<file path="src/rtl/div_job_sequencer_if.sv">
// div_job_sequencer_if
//   Bundles the three buses of the divider job sequencer.
//   request : req_valid/req_ready handshake with req_aq (dividend),
//             req_div (divisor) and req_tag (opaque job tag)
//   divider : div_start pulse with div_aq/div_div operands out,
//             div_ready pulse with div_quotient/div_remainder back
//   result  : res_valid/res_ready handshake with res_quotient,
//             res_remainder, res_tag and res_err
//   modport slave  : the sequencer's view
//   modport master : the environment's view (requester, divider, consumer)
interface div_job_sequencer_if #(
  parameter int TAG_W = 4
);
  logic             req_valid;
  logic             req_ready;
  logic [11:0]      req_aq;
  logic [5:0]       req_div;
  logic [TAG_W-1:0] req_tag;

  logic             div_start;
  logic [11:0]      div_aq;
  logic [5:0]       div_div;
  logic             div_ready;
  logic [5:0]       div_quotient;
  logic [5:0]       div_remainder;

  logic             res_valid;
  logic             res_ready;
  logic [5:0]       res_quotient;
  logic [5:0]       res_remainder;
  logic [TAG_W-1:0] res_tag;
  logic [1:0]       res_err;

  modport slave (
    input  req_valid, req_aq, req_div, req_tag,
    input  div_ready, div_quotient, div_remainder,
    input  res_ready,
    output req_ready, div_start, div_aq, div_div,
    output res_valid, res_quotient, res_remainder, res_tag, res_err
  );

  modport master (
    output req_valid, req_aq, req_div, req_tag,
    output div_ready, div_quotient, div_remainder,
    output res_ready,
    input  req_ready, div_start, div_aq, div_div,
    input  res_valid, res_quotient, res_remainder, res_tag, res_err
  );
endinterface

</file>
<file path="src/rtl/div_job_sequencer.sv">
// div_job_sequencer
//   Front end for the 12-by-6 restoring divider. Buffers jobs in a DEPTH-entry
//   FIFO, rejects divide-by-zero and quotient-overflow jobs without touching
//   the divider, issues the rest with a one-cycle start pulse, and returns
//   results in order with tag and error code.
//   Ports:
//     clk  : rising-edge clock
//     rst  : asynchronous active-high reset
//     bus  : request / divider / result buses (slave modport)
//   res_err: 00 ok, 01 divide-by-zero, 10 timeout, 11 quotient overflow
//
//   state | meaning
//   ------+-----------------------------------------------------------
//   IDLE  | waiting for a queued job; loads and pops the FIFO head
//   CHECK | screens the loaded job for divide-by-zero / overflow
//   START | one-cycle div_start pulse, arms the timeout counter
//   WAIT  | waiting for div_ready or timeout
//   OUT   | result presented until res_ready
module div_job_sequencer #(
  parameter int DEPTH   = 4,
  parameter int TAG_W   = 4,
  parameter int TIMEOUT = 64
) (
  input logic                clk,
  input logic                rst,
  div_job_sequencer_if.slave bus
);

  localparam int PTR_W = $clog2(DEPTH);
  localparam int CNT_W = PTR_W + 1;
  localparam int TMR_W = $clog2(TIMEOUT);

  localparam logic [1:0] ERR_OK   = 2'b00;
  localparam logic [1:0] ERR_DIV0 = 2'b01;
  localparam logic [1:0] ERR_TMO  = 2'b10;
  localparam logic [1:0] ERR_OVF  = 2'b11;

  typedef enum logic [2:0] {
    S_IDLE,
    S_CHECK,
    S_START,
    S_WAIT,
    S_OUT
  } state_t;

  state_t state_q, state_d;

  logic [11:0]      fifo_aq  [DEPTH];
  logic [5:0]       fifo_div [DEPTH];
  logic [TAG_W-1:0] fifo_tag [DEPTH];
  logic [PTR_W-1:0] wr_ptr_q, rd_ptr_q;
  logic [CNT_W-1:0] cnt_q;
  logic             fifo_full, push, pop;

  logic [11:0]      job_aq_q, job_aq_d;
  logic [5:0]       job_div_q, job_div_d;
  logic [TAG_W-1:0] job_tag_q, job_tag_d;
  logic [5:0]       res_q_q, res_q_d;
  logic [5:0]       res_r_q, res_r_d;
  logic [1:0]       res_err_q, res_err_d;
  logic [TMR_W-1:0] tmr_q, tmr_d;

  assign fifo_full = (cnt_q == CNT_W'(DEPTH));
  assign push      = bus.req_valid && !fifo_full;

  // Storage needs no reset: the count alone decides what is valid.
  always_ff @(posedge clk) begin
    if (push) begin
      fifo_aq[wr_ptr_q]  <= bus.req_aq;
      fifo_div[wr_ptr_q] <= bus.req_div;
      fifo_tag[wr_ptr_q] <= bus.req_tag;
    end
  end

  always_ff @(posedge clk or posedge rst) begin
    if (rst) begin
      wr_ptr_q <= '0;
      rd_ptr_q <= '0;
      cnt_q    <= '0;
    end else begin
      if (push) wr_ptr_q <= wr_ptr_q + PTR_W'(1);
      if (pop)  rd_ptr_q <= rd_ptr_q + PTR_W'(1);
      case ({push, pop})
        2'b10:   cnt_q <= cnt_q + CNT_W'(1);
        2'b01:   cnt_q <= cnt_q - CNT_W'(1);
        default: cnt_q <= cnt_q;
      endcase
    end
  end

  always_ff @(posedge clk or posedge rst) begin
    if (rst) begin
      state_q   <= S_IDLE;
      job_aq_q  <= '0;
      job_div_q <= '0;
      job_tag_q <= '0;
      res_q_q   <= '0;
      res_r_q   <= '0;
      res_err_q <= ERR_OK;
      tmr_q     <= '0;
    end else begin
      state_q   <= state_d;
      job_aq_q  <= job_aq_d;
      job_div_q <= job_div_d;
      job_tag_q <= job_tag_d;
      res_q_q   <= res_q_d;
      res_r_q   <= res_r_d;
      res_err_q <= res_err_d;
      tmr_q     <= tmr_d;
    end
  end

  always_comb begin
    state_d   = state_q;
    job_aq_d  = job_aq_q;
    job_div_d = job_div_q;
    job_tag_d = job_tag_q;
    res_q_d   = res_q_q;
    res_r_d   = res_r_q;
    res_err_d = res_err_q;
    tmr_d     = tmr_q;
    pop       = 1'b0;
    case (state_q)
      S_IDLE: begin
        if (cnt_q != '0) begin
          job_aq_d  = fifo_aq[rd_ptr_q];
          job_div_d = fifo_div[rd_ptr_q];
          job_tag_d = fifo_tag[rd_ptr_q];
          pop       = 1'b1;
          state_d   = S_CHECK;
        end
      end
      S_CHECK: begin
        if (job_div_q == '0) begin
          res_q_d   = '0;
          res_r_d   = '0;
          res_err_d = ERR_DIV0;
          state_d   = S_OUT;
        end else if (job_aq_q[11:6] >= job_div_q) begin
          // Quotient would not fit in 6 bits.
          res_q_d   = '0;
          res_r_d   = '0;
          res_err_d = ERR_OVF;
          state_d   = S_OUT;
        end else begin
          state_d = S_START;
        end
      end
      S_START: begin
        // Down-counter reaches zero on the TIMEOUT-th WAIT cycle.
        tmr_d   = TMR_W'(TIMEOUT - 1);
        state_d = S_WAIT;
      end
      S_WAIT: begin
        if (bus.div_ready) begin
          res_q_d   = bus.div_quotient;
          res_r_d   = bus.div_remainder;
          res_err_d = ERR_OK;
          state_d   = S_OUT;
        end else if (tmr_q == '0) begin
          res_q_d   = '0;
          res_r_d   = '0;
          res_err_d = ERR_TMO;
          state_d   = S_OUT;
        end else begin
          tmr_d = tmr_q - TMR_W'(1);
        end
      end
      S_OUT: begin
        if (bus.res_ready) state_d = S_IDLE;
      end
      default: state_d = S_IDLE;
    endcase
  end

  assign bus.req_ready     = !fifo_full;
  assign bus.div_start     = (state_q == S_START);
  assign bus.div_aq        = job_aq_q;
  assign bus.div_div       = job_div_q;
  assign bus.res_valid     = (state_q == S_OUT);
  assign bus.res_quotient  = res_q_q;
  assign bus.res_remainder = res_r_q;
  assign bus.res_tag       = job_tag_q;
  assign bus.res_err       = res_err_q;

endmodule

</file>
<file path="src/flat_wrapper.sv">
// flat-port wrapper written by rule: the top's interface ports become plain ports
module div_job_sequencer_flat 
#(
  parameter int DEPTH   = 4,
  parameter int TAG_W   = 4,
  parameter int TIMEOUT = 64
)
  (clk, rst, bus_req_valid, bus_req_aq, bus_req_div, bus_req_tag, bus_div_ready, bus_div_quotient, bus_div_remainder, bus_res_ready, bus_req_ready, bus_div_start, bus_div_aq, bus_div_div, bus_res_valid, bus_res_quotient, bus_res_remainder, bus_res_tag, bus_res_err);
  div_job_sequencer_if #(.TAG_W(TAG_W)) bus_i ();
  input logic clk;
  input logic rst;
  input wire logic [$bits(bus_i.req_valid)-1:0] bus_req_valid;
  input wire logic [$bits(bus_i.req_aq)-1:0] bus_req_aq;
  input wire logic [$bits(bus_i.req_div)-1:0] bus_req_div;
  input wire logic [$bits(bus_i.req_tag)-1:0] bus_req_tag;
  input wire logic [$bits(bus_i.div_ready)-1:0] bus_div_ready;
  input wire logic [$bits(bus_i.div_quotient)-1:0] bus_div_quotient;
  input wire logic [$bits(bus_i.div_remainder)-1:0] bus_div_remainder;
  input wire logic [$bits(bus_i.res_ready)-1:0] bus_res_ready;
  output wire logic [$bits(bus_i.req_ready)-1:0] bus_req_ready;
  output wire logic [$bits(bus_i.div_start)-1:0] bus_div_start;
  output wire logic [$bits(bus_i.div_aq)-1:0] bus_div_aq;
  output wire logic [$bits(bus_i.div_div)-1:0] bus_div_div;
  output wire logic [$bits(bus_i.res_valid)-1:0] bus_res_valid;
  output wire logic [$bits(bus_i.res_quotient)-1:0] bus_res_quotient;
  output wire logic [$bits(bus_i.res_remainder)-1:0] bus_res_remainder;
  output wire logic [$bits(bus_i.res_tag)-1:0] bus_res_tag;
  output wire logic [$bits(bus_i.res_err)-1:0] bus_res_err;
  assign bus_i.req_valid = bus_req_valid;
  assign bus_i.req_aq = bus_req_aq;
  assign bus_i.req_div = bus_req_div;
  assign bus_i.req_tag = bus_req_tag;
  assign bus_i.div_ready = bus_div_ready;
  assign bus_i.div_quotient = bus_div_quotient;
  assign bus_i.div_remainder = bus_div_remainder;
  assign bus_i.res_ready = bus_res_ready;
  assign bus_req_ready = bus_i.req_ready;
  assign bus_div_start = bus_i.div_start;
  assign bus_div_aq = bus_i.div_aq;
  assign bus_div_div = bus_i.div_div;
  assign bus_res_valid = bus_i.res_valid;
  assign bus_res_quotient = bus_i.res_quotient;
  assign bus_res_remainder = bus_i.res_remainder;
  assign bus_res_tag = bus_i.res_tag;
  assign bus_res_err = bus_i.res_err;
  div_job_sequencer #(.DEPTH(DEPTH), .TAG_W(TAG_W), .TIMEOUT(TIMEOUT)) u_core (.clk(clk), .rst(rst), .bus(bus_i));
endmodule
</file>
<file path="config.mk">
export PLATFORM = sky130hd
export DESIGN_NAME = div_job_sequencer_flat
export DESIGN_NICKNAME = d
export VERILOG_FILES = /design/src/rtl/div_job_sequencer_if.sv /design/src/rtl/div_job_sequencer.sv /design/src/flat_wrapper.sv
export SDC_FILE = /design/constraint.sdc
export NUM_CORES = 1
export LEC_CHECK = 0
export CAP_MARGIN = 25
export CELL_PAD_IN_SITES_DETAIL_PLACEMENT = 1
export CELL_PAD_IN_SITES_GLOBAL_PLACEMENT = 2
export CORE_ASPECT_RATIO = 1.25
export CORE_MARGIN = 4
export CORE_UTILIZATION = 43
export DETAILED_ROUTE_END_ITERATION = 10
export PLACE_DENSITY_LB_ADDON = 0.1
export SYNTH_ARGS = -nofsm -noshare
export SYNTH_HDL_FRONTEND = slang
export SYNTH_SLANG_ARGS = --single-unit
</file>
<file path="constraint.sdc">
create_clock -name clk -period 3.56 [get_ports clk]
set_input_delay 0.89 -clock clk [delete_from_list [all_inputs] [get_ports clk]]
set_output_delay 0.89 -clock clk [all_outputs]
set_load 0.02 [all_outputs]
</file>
### Yosys cells after proc, flatten, opt, wreduce, memory -nomap -nowiden

Memory sizes are Yosys's and may differ from the RTL's. A register that Yosys moved wholly into a read port is not among the register bits.
Index checks and enable logic that the tools add are counted.

| storage, ports and cells | value |
|---|---|
| register bits after elaboration | 30 |
| memory bits (writable) | 88 |
| output and inout port bits | 39 |
| word-level logic and storage cells | 70 |
| memories kept | 3 |

| operators by class | value |
|---|---|
| add/sub/neg operators | 5 |
| order comparisons | 1 |
| equal/unequal tests | 13 |
| mux-type cells | 27 |
| reduce and logical (&&, ||, !) cells | 13 |

Memory list:

| memory | words | bits a word | rd ports | clocked after Yosys merged registers in | wr ports | RTL line | text |
|---|---|---|---|---|---|---|---|
| u_core.fifo_aq | 4 | 12 | 1 | 1 | 1 | div_job_sequencer.sv:48 | `logic [11:0] fifo_aq [DEPTH];` |
| u_core.fifo_div | 4 | 6 | 1 | 1 | 1 | div_job_sequencer.sv:49 | `logic [5:0] fifo_div [DEPTH];` |
| u_core.fifo_tag | 4 | 4 | 1 | 1 | 1 | div_job_sequencer.sv:50 | `logic [TAG_W-1:0] fifo_tag [DEPTH];` |

Operators by type and width:

| cell | number |
|---|---|
| $mux W6 | 7 |
| $pmux W6 S2 | 3 |
| $mux W3 | 6 |
| $pmux W3 S5 | 1 |
| $logic_not A6 Y1 | 2 |
| $reduce_and A3 Y1 | 3 |
| $mux W2 | 4 |
| $eq A3 B2 Y1 const B | 2 |
| $eq A3 B3 Y1 const B | 2 |
| $ge A6 B6 Y1 | 1 |
| $ne A2 B2 Y1 const B | 3 |
| $pmux W3 S2 | 1 |
| $reduce_bool A2 Y1 | 3 |
| $sub A6 B1 Y6 const B | 1 |
| $add A2 B1 Y2 const B | 2 |
| $mux W1 | 4 |
| $pmux W2 S2 | 1 |
| $add A3 B1 Y3 const B | 1 |
| $eq A3 B1 Y1 const B | 1 |
| $logic_not A3 Y1 | 1 |
| $ne A3 B1 Y1 const B | 1 |
| $ne A3 B2 Y1 const B | 1 |
| $reduce_bool A3 Y1 | 1 |
| $sub A3 B1 Y3 const B | 1 |
| other kinds (6) | 6 |

### Longest topological paths before layout

Gate-level depths: netlist (run 1).

| logic depth | value |
|---|---|
| depth after elaboration | 5 |
| mapped depth | 9 |
| mapped depth without buffers | 9 |

### Least setup slack after synthesis (run 1)

No wires, ideal clock.

| path | value |
|---|---|
| kind | flip-flop to flip-flop |
| start point | register u_core.state_q[1] |
| end point | register u_core.cnt_q[2] |
| library setup time | 0.079 ns |
| arrival time | 2.093 ns |
| required time | 3.481 ns |
| slack | 1.388 ns |
| stages on the path, launching flop included | 10 |
| cells stage by stage | dfrtp_1 -> buf_6 -> nor4_4 -> buf_6 -> ha_1 -> inv_1 -> fa_1 -> xor2_1 -> nor2_1 -> xor2_1 |

| on the way | value |
|---|---|
| longest elaborated chain between the ends | 4 |
| elaborated cells on any way between the ends | 6 |

Ends and longest elaborated chain:

| item | RTL line | text |
|---|---|---|
| start, declared | div_job_sequencer.sv:46 | `state_t state_q, state_d;` |
| start signal, assigned | div_job_sequencer.sv:102 | `state_q <= state_d;` |
| $logic_not A3 Y1 * | div_job_sequencer.sv:123 | `case (state_q)` |
| $mux W1 * | div_job_sequencer.sv:123 |  |
| via u_core.pop | div_job_sequencer.sv:53 | `logic fifo_full, push, pop;` |
| $eq A2 B1 Y1 or $eq A2 B2 Y1 (tied branches) | div_job_sequencer.sv:83 | `case ({push, pop})` |
| $pmux W3 S2 or $reduce_bool A2 Y1 (tied branches) | - |  |
| end signal, assigned | div_job_sequencer.sv:84 | `2'b10: cnt_q <= cnt_q + CNT_W'(1);` |
| end signal, assigned | div_job_sequencer.sv:85 | `2'b01: cnt_q <= cnt_q - CNT_W'(1);` |
| end signal, assigned | div_job_sequencer.sv:86 | `default: cnt_q <= cnt_q;` |
| end, declared | div_job_sequencer.sv:52 | `logic [CNT_W-1:0] cnt_q;` |

Mark *: on every way through the listed nets, which the timed path passes. The rest lies on a longest branch.
A chain may end at the register's enable or synchronous reset.

### Final worst setup path (run 1)

| path | value |
|---|---|
| start point | register u_core.state_q[2] |
| end point | output port bus_div_start |

| on the way | value |
|---|---|
| longest elaborated chain between the ends | 1 |

Ends and longest elaborated chain:

| item | RTL line | text |
|---|---|---|
| $eq A3 B2 Y1 | div_job_sequencer.sv:177 | `assign bus.div_start = (state_q == S_START);` |
| end, declared | flat_wrapper.sv:21 | `output wire logic [$bits(bus_i.div_start)-1:0] bus_div_start;` |

Every way passes these cells.

==> results of run 1 <==
stage by stage:
step                      setup slack, ns  instances  hold WS (ns)  instance area [um^2]  power (mW)
after detailed placement            0.874        553         0.481                  6540        4.95
after global routing                0.555        585         0.514                  7120        6.98
after global placement              0.970        553         0.484                  6540        4.87
after floorplan                      1.39        311         0.460                  5590        4.09
after CTS                           0.675        585         0.502                  7120        6.68
final                               0.715        585         0.498                  7120        6.56
registers in the layout (all words and copies together), names as in the netlist, 3 cells and up:
| name | count |
|---|---|
| u_core.cnt_q | 3 |
| u_core.bus.res_tag | 4 |
| u_core.bus.res_remainder | 6 |
| u_core.tmr_q | 6 |
| u_core.bus.div_div | 6 |
| u_core.bus.res_quotient | 6 |
| u_core.bus.div_aq | 12 |
| u_core.fifo_tag | 16 |
| u_core.fifo_aq | 48 |
| u_core.state_q | 3 |
| u_core.fifo_div | 24 |
power breakdown:
part	switching, mW	internal, mW	leakage [nW]
Clock	0.691	0.992	0.266
Sequential	0.323	2.24	1.42
Combinational	1.15	1.17	0.971
per-layer routing:
metal	global-route usage	vias to the layer above	part of all wire
met5	0	-	0
met4	0.0554	0	0.013
met3	0.0453	11	0.047
met1	0.206	1571	0.40
met2	0.296	74	0.54
li1	-	1378	-
layout by cell type, fill, tap and decap left out, types with 2 or more instances in the layout:
| cell type | n |
|---|---|
| a22o_1 | 12 |
| a21oi_1 | 3 |
| nor2_1 | 12 |
| inv_1 | 16 |
| and3_1 | 5 |
| a31oi_1 | 2 |
| dfrtp_1 | 52 |
| mux4_2 | 22 |
| clkdlybuf4s50_1 | 77 |
| xnor2_1 | 7 |
| clkinv_4 | 2 |
| nor4_1 | 3 |
| edfxtp_1 | 88 |
| mux2_2 | 24 |
| o21ai_0 | 5 |
| xor2_1 | 3 |
| nand2b_1 | 3 |
| ha_1 | 12 |
| clkinvlp_4 | 5 |
| inv_6 | 4 |
| clkbuf_16 | 17 |
| nand3_1 | 2 |
| buf_4 | 7 |
| nand2_1 | 12 |
cell type report:
cell class,instances,area [um^2]
sequential,140,3940
fill,1157,5600
multi-input combinational,143,1480
inverter,17,63.8
timing repair buffer,85,843
clock buffer,18,439
tap,168,210
clock inverter,14,135
final timing paths:
| kind | slack (ns) | to | cells after the start |
|---|---|---|---|
| min | 0.50 | u_core.cnt_q[0] | 1 |
| min reg2reg | 0.50 | u_core.cnt_q[0] | 1 |
| min in group asynchronous | 0.92 | u_core.bus.res_remainder[5] | 2 |
| max | 0.71 | bus_div_start | 4 |
| max reg2reg | 1.40 | u_core.bus.res_err[1] | 7 |
| max in group asynchronous | 2.03 | u_core.bus.res_err[0] | 3 |
cells by family after synthesis:
logic type,Yosys count
AND/OR/NAND/NOR,44
AO/OA/AOI/OAI,29
XOR/XNOR,10
adder cells (fa/ha/maj),13
multiplexers,47
buffers and inverters,28
flip-flops,140
==> impl_metrics.ini, run 1 <==
[run_status]
run_status = completed

[synthesis]
ys_ff_latch = 140
ys_async_sr_fraction = 0.371
synthMuxAreaShare = 0.139
synthSimpleGateAreaFrac = 0.0410
ys_top_cells_by_area = edfxtp_1, dfrtp_1, mux4_2
synthFlopType = edfxtp_1
avgSynthCellArea_um2 = 18.0
ys_top_cells_by_count = edfxtp_1, dfrtp_1, mux2_2
synth_nets = 363
synth_compound_area_frac = 0.0392
yosysTopAreaCellShare = 0.473
synth_top_family_by_area = multiplexers
ys.warnings.count = 0
synth_area_leader_cell = edfxtp_1
synth.most_common_cell = edfxtp_1
syn_area_um2 = 5590
synthCells = 311
yosys.area_share.adder = 0.0305
ys_seq_area_frac = 0.706
synth_edf_count = 88
yosysUniqueCellTypes = 37
synth-xor-area-share = 0.0157

[critical_path]
required_ns = 2.67
crit_path_start_kind = flop
crit_buf_inv = 2
worstReg2RegStart = u_core.bus.div_div[5]
critPathMaxStageDelay_ns = 0.59
setup.worst_path.end_class = primary output
crit_start = u_core.state_q[2]
path_cells = and2b_1 > nand2b_1 > inv_1 > clkdlybuf4s50_1
critPathTopFamily = buffers and inverters
crit_fanout = 5
arrival_ns = 1.96
worst-setup-path-type = flop to primary output
slowest_stage = clkdlybuf4s50_1

[route]
wl_per_cell_um = 19.7
vias = 3034
drt-initial-drc-count = 142
drc = 0
routed_wl_um = 11600
firstDrtPassIters = 4
ant_nets = 0
vias_per_cell = 5.19

[floorplan]
row_count = 46
ios = 78
core_um2 = 12700
fp.dieW_um = 110
start_util = 0.439
die_y_um = 135
dieArea_um2 = 14900

[clock_tree]
cts_buffers = 17
cts.sinks = 140
cts_hold_buffers = 0
cts_buffer_depth = 2
cts_root_buffer = clkbuf_16
cts-resized-gates = 0
post_cts_buffers = 0
path_clk_slew_ns = 0.06
h-tree-depth = 4
clkLatencyLatePin_ns = 0.41
cts_tree = yes

[timing]
rsz0062_at_grt = false
relSlewSlack = 0.522
slew_violations = 0
tightest_slew_ns = 0.715
finalSetupTns_ns = 0
fin_crit_ns = 2.85
max_freq_ghz = 0.351
fin_skew_ns = 0.0145
hold_viol = 0
fin_crit_sh = 0.799
setup_viol = 0

[final_layout]
nets = 456
drive_above_1_share = 0.216
diodes = 0
utilization = 0.560
area_growth_pct = 27.4

[job]
max_cap_violations = 0

[global_routing]
grt_pass1_vias = 3370
antenna_found_initial = 0
overflow = 0
grt_pass1_wl_um = 18600
grt_usage = 0.171
grt_max_degree = 31

[pwr]
p_per_area_nw_per_um2 = 922
peakVddDrop_mv = 0.428
p_leak_nw = 2.66

[min_path]
worstHoldStart = u_core.cnt_q[0]
hold_path.class = flop to flop

[placed_design]
gp_congestion = 0.734
io_buffer_count = 77
dpl.hpwl_um = 7410
(Power assumes the default switching activity.)
==> run 2: changes to the inputs <==
CORE_UTILIZATION = 36   (was 43)
clock period = 2.4 ns   (was 3.56 ns; I/O delays follow)
==> impl_metrics.ini, run 2 (synthesized netlist as in run 1, its figures left out) <==
[critical_path]
crit_path_start_kind = flop
slowest_stage = dfrtp_1
worst-setup-path-type = flop to primary output
critPathMaxStageDelay_ns = 0.44
setup.worst_path.end_class = primary output
crit_fanout = 5
arrival_ns = 1.67
path_cells = and2b_1 > nand2b_1 > inv_1 > clkdlybuf4s15_1
required_ns = 1.80

[timing]
holdWs_ns = 0.497
relSlewSlack = 0.692
hold_viol = 0
fin_crit_sh = 0.946
slew_violations = 0
fin_crit_ns = 2.27
rsz0062_at_grt = false
setup_viol = 0
finalSetupTns_ns = 0
setup_slack_ns = 0.130
tightest_slew_ns = 0.462
max_freq_ghz = 0.441
fin_skew_ns = 0.00654

[final_layout]
nets = 459
diodes = 0
area_growth_pct = 30.7
final_cells = 627
largest_registers = u_core.fifo_aq x48, u_core.fifo_div x24, u_core.fifo_tag x16
fillers = 1434
fin_area_um2 = 7300
drive_above_1_share = 0.224
top_register = u_core.fifo_aq
utilization = 0.484
final_common_cell = edfxtp_1
final_cell_mix = edfxtp_1, clkdlybuf4s50_1, dfrtp_1
largest_register_ffs = 48

[clock_tree]
post_cts_buffers = 0
cts_tree = yes
cts_buffer_depth = 2
cts.sinks = 140
path_clk_slew_ns = 0.06
h-tree-depth = 4
cts_hold_buffers = 0
clkLatencyLatePin_ns = 0.41
cts_buffers = 17
cts_root_buffer = clkbuf_16

[run_status]
run_status = completed

[global_routing]
grt_pass1_wl_um = 18500
grt_pass1_vias = 3403
grt_usage = 0.139
grt_max_degree = 53
antenna_found_initial = 0
overflow = 0

[floorplan]
fp.dieW_um = 119
die_y_um = 147
row_count = 50
ios = 78
dieArea_um2 = 17600
start_util = 0.370
core_um2 = 15100

[min_path]
hold_path.class = flop to flop

[placed_design]
post-place-ws_ns = 0.102
place_area_um2 = 6680
dp_cells = 596
dpl.hpwl_um = 7420
gp_congestion = 0.749
io_buffer_count = 77

[route]
vias_per_cell = 4.81
ant_nets = 0
routed_wl_um = 11400
drc = 0
firstDrtPassIters = 4
vias = 3014
drt-initial-drc-count = 100
wl_per_cell_um = 18.2

[pwr]
p_total_mw = 9.97
p_per_area_nw_per_um2 = 1370
peakVddDrop_mv = 0.590
p_leak_nw = 2.74

[job]
max_cap_violations = 0
-- run 2: cell type report --
class	count	area, um^2	share of cell area
clock buffer	22	474	0.0650
sequential	140	3950	0.541
clock inverter	9	138	0.0189
timing repair buffer	88	933	0.128
multi-input combinational	143	1480	0.203
inverter	17	63.8	0.00874
tap	208	260	0.0357
-- run 2: routing by layer --
metal  share of wire  GRT usage
met5               0          0
met4           0.015     0.0533
met3           0.049     0.0462
met2            0.51      0.237
met1            0.42      0.163
-- run 2: repair_timing --
item,in CTS,in global routing
gates resized for setup,3,3
setup endpoints to repair,2,3
pin swaps,0,0
endpoints found under the hold margin,0,0
-- run 2: path summary, 6_finish.rpt --
kind                                       startpoint  cells after the start                     endpoint  slack (ns)
max                                 u_core.state_q[2]                      4                bus_div_start        0.13
min                        u_core.bus.res_quotient[5]                      1   u_core.bus.res_quotient[5]        0.50
max reg2reg                     u_core.bus.div_div[5]                      7        u_core.bus.res_err[1]        0.30
min reg2reg                u_core.bus.res_quotient[5]                      1   u_core.bus.res_quotient[5]        0.50
max in group asynchronous                         rst                      3           u_core.rd_ptr_q[0]        1.55
min in group asynchronous                         rst                      3  u_core.bus.res_remainder[3]        0.57
-- run 2: worst max-delay path: cells and delay by family (launching register included) --
family / cells / cell delay (ns)
AND/OR/NAND/NOR: 2 / 0.45
flip-flops: 1 / 0.44
buffers and inverters: 2 / 0.37
-- run 2: power breakdown --
group	switching, mW	internal [mW]	total, mW	leakage [nW]
combinational	1.68	1.81	3.49	1.02
clock	0.961	1.72	2.68	0.297
sequential	0.479	3.33	3.81	1.42
total	3.12	6.86	9.97	2.74
